[src/rtl/shifter_pkg.sv]
// rtl/shifter_pkg.sv - op encodings and shift-level split helpers for shifter_pipe
package shifter_pkg;

    typedef enum logic [2:0] {
        OP_SLL = 3'd0,
        OP_SRL = 3'd1,
        OP_SRA = 3'd2,
        OP_ROL = 3'd3,
        OP_ROR = 3'd4
    } op_e;

    function automatic int lvl_per_stage(input int sw, input int pipe);
        return (sw + pipe - 1) / pipe;
    endfunction

    // Levels are consumed MSB-first; trailing stages may end up with no level at all.
    function automatic int stage_hi(input int s, input int sw, input int pipe);
        return sw - 1 - s * lvl_per_stage(sw, pipe);
    endfunction

    function automatic int stage_lo(input int s, input int sw, input int pipe);
        int lo;
        lo = stage_hi(s, sw, pipe) - lvl_per_stage(sw, pipe) + 1;
        return (lo < 0) ? 0 : lo;
    endfunction

    function automatic logic op_reserved(input logic [2:0] op);
        return op > 3'(OP_ROR);
    endfunction

endpackage

[src/rtl/shifter_stage.sv]
// rtl/shifter_stage.sv - one registered group of barrel-shift levels LVL_HI..LVL_LO
module shifter_stage
    import shifter_pkg::*;
#(
    parameter int W      = 32,
    parameter int SW     = 5,
    parameter int LVL_HI = 4,
    parameter int LVL_LO = 0
) (
    input  logic          clk,
    input  logic          rst_n,
    input  logic          en,
    input  logic [W-1:0]  din,
    input  logic [2:0]    op_in,
    input  logic [SW-1:0] shamt_in,
    input  logic          cout_in,
    output logic [W-1:0]  dout,
    output logic [2:0]    op_out,
    output logic [SW-1:0] shamt_out,
    output logic          cout_out
);

    localparam int NL = (LVL_HI >= LVL_LO) ? LVL_HI - LVL_LO + 1 : 0;

    logic [W-1:0] d_last;
    logic         c_last;

    for (genvar i = 0; i < NL; i++) begin : g_lvl
        localparam int K  = LVL_HI - i;
        localparam int SH = 1 << K;

        logic [W-1:0] dp, dn;
        logic         cp, cn;

        if (i == 0) begin : g_first
            assign dp = din;
            assign cp = cout_in;
        end else begin : g_next
            assign dp = g_lvl[i-1].dn;
            assign cp = g_lvl[i-1].cn;
        end

        // The last bit shifted out by this level is what the full shift would drop last,
        // so each active level simply overwrites the carry candidate.
        // SRA keeps the captured sign in the MSB, so it doubles as the fill bit.
        always_comb begin
            dn = dp;
            cn = cp;
            if (shamt_in[K]) begin
                case (op_in)
                    OP_SLL: begin
                        dn = dp << SH;
                        cn = dp[W-SH];
                    end
                    OP_SRL: begin
                        dn = dp >> SH;
                        cn = dp[SH-1];
                    end
                    OP_SRA: begin
                        dn = $signed(dp) >>> SH;
                        cn = dp[SH-1];
                    end
                    OP_ROL:  dn = (dp << SH) | (dp >> (W - SH));
                    OP_ROR:  dn = (dp >> SH) | (dp << (W - SH));
                    default: dn = dp;
                endcase
            end
        end
    end

    if (NL == 0) begin : g_pass
        assign d_last = din;
        assign c_last = cout_in;
    end else begin : g_tail
        assign d_last = g_lvl[NL-1].dn;
        assign c_last = g_lvl[NL-1].cn;
    end

    always_ff @(posedge clk) begin
        if (!rst_n) begin
            dout      <= '0;
            op_out    <= '0;
            shamt_out <= '0;
            cout_out  <= 1'b0;
        end else if (en) begin
            dout      <= d_last;
            op_out    <= op_in;
            shamt_out <= shamt_in;
            cout_out  <= c_last;
        end
    end

endmodule

[src/rtl/shifter_pipe.sv]
// rtl/shifter_pipe.sv - pipelined barrel shifter/rotator with global-stall valid/ready handshake
module shifter_pipe
    import shifter_pkg::*;
#(
    parameter  int W    = 32,
    parameter  int PIPE = 2,
    localparam int SW   = $clog2(W)
) (
    input  logic          clk,
    input  logic          rst_n,
    input  logic          in_valid,
    output logic          in_ready,
    input  logic [W-1:0]  din,
    input  logic [SW-1:0] shamt,
    input  logic [2:0]    op,
    output logic          out_valid,
    input  logic          out_ready,
    output logic [W-1:0]  dout,
    output logic          cout,
    output logic          zero,
    output logic          op_err
);

    logic            adv;
    logic [PIPE-1:0] vld;

    assign adv       = out_ready || !out_valid;
    assign in_ready  = adv;
    assign out_valid = vld[PIPE-1];

    always_ff @(posedge clk) begin
        if (!rst_n) begin
            vld <= '0;
        end else if (adv) begin
            vld <= (vld << 1) | PIPE'(in_valid);
        end
    end

    for (genvar s = 0; s < PIPE; s++) begin : g_stg
        logic [W-1:0]  dp, dq;
        logic [2:0]    op_p, op_q;
        logic [SW-1:0] sp, sq;
        logic          cp, cq;

        if (s == 0) begin : g_first
            assign dp   = din;
            assign op_p = op;
            assign sp   = shamt;
            assign cp   = 1'b0;
        end else begin : g_next
            assign dp   = g_stg[s-1].dq;
            assign op_p = g_stg[s-1].op_q;
            assign sp   = g_stg[s-1].sq;
            assign cp   = g_stg[s-1].cq;
        end

        shifter_stage #(
            .W      (W),
            .SW     (SW),
            .LVL_HI (stage_hi(s, SW, PIPE)),
            .LVL_LO (stage_lo(s, SW, PIPE))
        ) u_stage (
            .clk       (clk),
            .rst_n     (rst_n),
            .en        (adv),
            .din       (dp),
            .op_in     (op_p),
            .shamt_in  (sp),
            .cout_in   (cp),
            .dout      (dq),
            .op_out    (op_q),
            .shamt_out (sq),
            .cout_out  (cq)
        );
    end

    // Flags derive from the registered final stage, so they hold with dout during a stall.
    assign dout   = g_stg[PIPE-1].dq;
    assign cout   = g_stg[PIPE-1].cq & (|g_stg[PIPE-1].sq);
    assign zero   = out_valid && (dout == '0);
    assign op_err = out_valid && op_reserved(g_stg[PIPE-1].op_q);

endmodule

[config.mk]
export PLATFORM = sky130hd
export DESIGN_NAME = shifter_pipe
export DESIGN_NICKNAME = d
export VERILOG_FILES = /design/src/rtl/shifter_pkg.sv /design/src/rtl/shifter_stage.sv /design/src/rtl/shifter_pipe.sv
export SDC_FILE = /design/constraint.sdc
export NUM_CORES = 1
export LEC_CHECK = 0
export CAP_MARGIN = 20
export CORE_AREA = 4 4 155 157
export CTS_CLUSTER_DIAMETER = 30
export DETAILED_ROUTE_END_ITERATION = 10
export DIE_AREA = 0 0 159 161
export SLEW_MARGIN = 30
export SYNTH_ARGS = -nofsm -noshare
export SYNTH_HDL_FRONTEND = slang
export SYNTH_SLANG_ARGS = --single-unit
[constraint.sdc]
create_clock -name clk -period 3.86 [get_ports clk]
set_clock_uncertainty 0.05 [all_clocks]
set_input_delay 0.772 -clock clk [delete_from_list [all_inputs] [get_ports clk]]
set_output_delay 0.772 -clock clk [all_outputs]
set_load 0.005 [all_outputs]
==> flow_summary.ini <==
[cts]
cts_sinks = 84
clkSlewWorstSetupHoldPaths_ps = 70
clk_latency_ps = 340
cts_root_buf = clkbuf_16
h-tree-depth = 3
cts_buffers = 9
cts_setup_buffers = 0
clockBufferDepth = 2
cts_tree = built
cts_resized = 0
cts-hold-fix-buffers = 0

[critical_path]
critical_path.startpoint = op[1]
worst-setup-path-type = in -> reg
required_ps = 4090
cp_max_fo = 25
crit_arrival_ps = 3270
cp-end-kind = flip-flop
r2r-start = g_stg[0].u_stage.op_out[0]
worstSetupStartpointType = input port

[logic_synthesis]
synth_nets = 1167
syn_area_per_cell_um2 = 6.98
synth_area_leader_cell = dfxtp_1
async_flop_share = 0
synth_cell_types = 85
synth-main-ff-cell = dfxtp_1
netlist_area_um2 = 7840
syn_inst = 1123
synth_edf_count = 0
synth_top_area_frac = 0.215
synth_seq_cells = 84
ys_top_cells_by_area = dfxtp_1 21%, nand2_1 6.6%, nor2_1 5.8%
seq_area_frac_synth = 0.215
yosysWarnings = 0

[detailed_routing]
wirelength_um = 31400
drt_first_pass_iters = 6
drtIter0Drc = 1032
drc = 0
via_per_inst = 6.49
wire_per_inst_um = 21.7
vias = 9389
detail-route-antenna-nets = 0

[grt]
overflow = 0
grt_max_degree = 49
grt_pass1_wl_um = 49100
grt_antenna_before_repair = 0
grt_usage = 0.235
grt_pass1_vias = 8424

[sta]
hold_violations = 0
fmax_mhz = 329
layout_setup_ws_ps = 818
slew_viol_final = 0
maxSlewHeadroom = 0.338
rsz0062_at_grt = no
tns_ps = 0
min_period_over_period = 0.788
tightest_slew_ps = 993
period_minus_slack_ps = 3040
fin_hold_ws_ps = 408
setup_violations = 0

[layout]
drive_gt1_frac = 0.0879
areaGrowthSynthToFinish_pct = 16.9
final_nets = 1200
layout_common_cells = 138 x nand2_1, 121 x nor2_1, 84 x dfxtp_1, 77 x a21oi_1, 75 x clkdlybuf4s50_1
layout.cells.most_common = nand2_1
diodes = 0
fillers = 2352
seq_area_um2 = 1680
multi_input_area_um2 = 5600
design_area_um2 = 9160

[floorplanning]
num_rows = 55
core-area_um2 = 22500
dieArea_um2 = 25600
die_w_um = 159
initial_core_util = 0.348
die_height_um = 161
io_pins = 81

[place]
hpwl_um = 23600
gp_congestion = 0.973
pre_cts_ws_ps = 544
place_area_um2 = 8830
io_buffers = 80

[worst_hold_path]
min_from = g_stg[1].u_stage.shamt_out[4]
min_path_type = reg -> reg

[power_and_ir_drop]
powerDensity_nw_per_um2 = 348
power_mw = 3.19
leakage_nw = 3.24
peakVddDrop_v = 0.000197

[job]
cap_violations = 0

[status]
status = completed
[final timing paths]
check                                                endpoint  slack [ps]  cells past startpoint
worst max-delay path                g_stg[0].u_stage.dout[29]         820                      7
worst min-delay path            g_stg[1].u_stage.shamt_out[4]         410                      2
worst max register to register       g_stg[1].u_stage.dout[0]        1050                      6
worst min register to register  g_stg[1].u_stage.shamt_out[4]         410                      2
[synth_stat cells, drive strengths merged (5+ instances only)]
cell	number
or2	6
nand3	20
a21o	15
and3	5
or3	7
o21ai	76
and2	10
nor3	38
o22ai	8
mux2i	6
a21oi	78
a211o	12
o211ai	16
nand2b	10
nor4	11
a221oi	13
a21bo	5
a22o	5
a31oi	33
o21a	12
nor2b	19
nor2	123
clkbuf	45
inv	21
a21boi	26
o311ai	5
a22oi	12
a32oi	10
dfxtp	84
nand2	138
o31ai	7
a311oi	7
a221o	6
a211oi	60
mux2	7
o2111ai	6
o221ai	38
a2bb2oi	5
buf	56
[area by class of cell]
cell class,count,area share
Multi-Input combinational cell,917,0.611
Inverter,21,0.00861
Clock inverter,6,0.0104
Tap cell,285,0.0389
Timing Repair Buffer,123,0.121
Clock buffer,10,0.0261
Sequential cell,84,0.184
[metal layers]
metal	vias up	wire length (um)	track usage
met5	-	0	0
met4	0	995	0.0824
met3	64	2890	0.0383
met2	535	13700	0.358
met1	4397	13800	0.337
li1	4393	-	-
[worst max-delay path, cell delays in order]
cell and delay, ps:
buf_2 380, xor2_2 240, o21a_1 780, a21oi_1 250, o311ai_0 390, o21bai_1 220
a32o_1 220
[metrics by stage]
stage	util	instances
after floorplan	-	1123
after global placement	0.392	1430
final	0.407	1446
after CTS	0.407	1446
after detailed placement	0.392	1430
after global routing	0.407	1446
[registers in the layout, indices dropped and copies added, names as in the netlist]
register,count
g_stg.u_stage.op_out,6
vld,2
g_stg.u_stage.shamt_out,10
g_stg.u_stage.dout,64
g_stg.u_stage.cout_out,2
[power by group]
group / leakage [nW] / switching (mW) / internal [mW]
Sequential: 0.697 / 0.131 / 0.960
Combinational: 2.38 / 0.686 / 0.445
Clock: 0.164 / 0.378 / 0.592
Total: 3.24 / 1.19 / 2.00
[kinds of logic (layout without fill, tap and decap cells)]
family | count (synthesis) | count (layout) | share of synthesized area
adders and majority gates | 3 | 3 | 0.00383
and+or+nand+nor | 405 | 405 | 0.239
AOI/OAI and AO/OA | 492 | 492 | 0.446
muxes | 13 | 13 | 0.0177
xor gates and xnor gates | 4 | 4 | 0.00639
buffers and inverters | 122 | 160 | 0.0723
DFF | 84 | 84 | 0.215
Power figures use the tool's default switching activity.
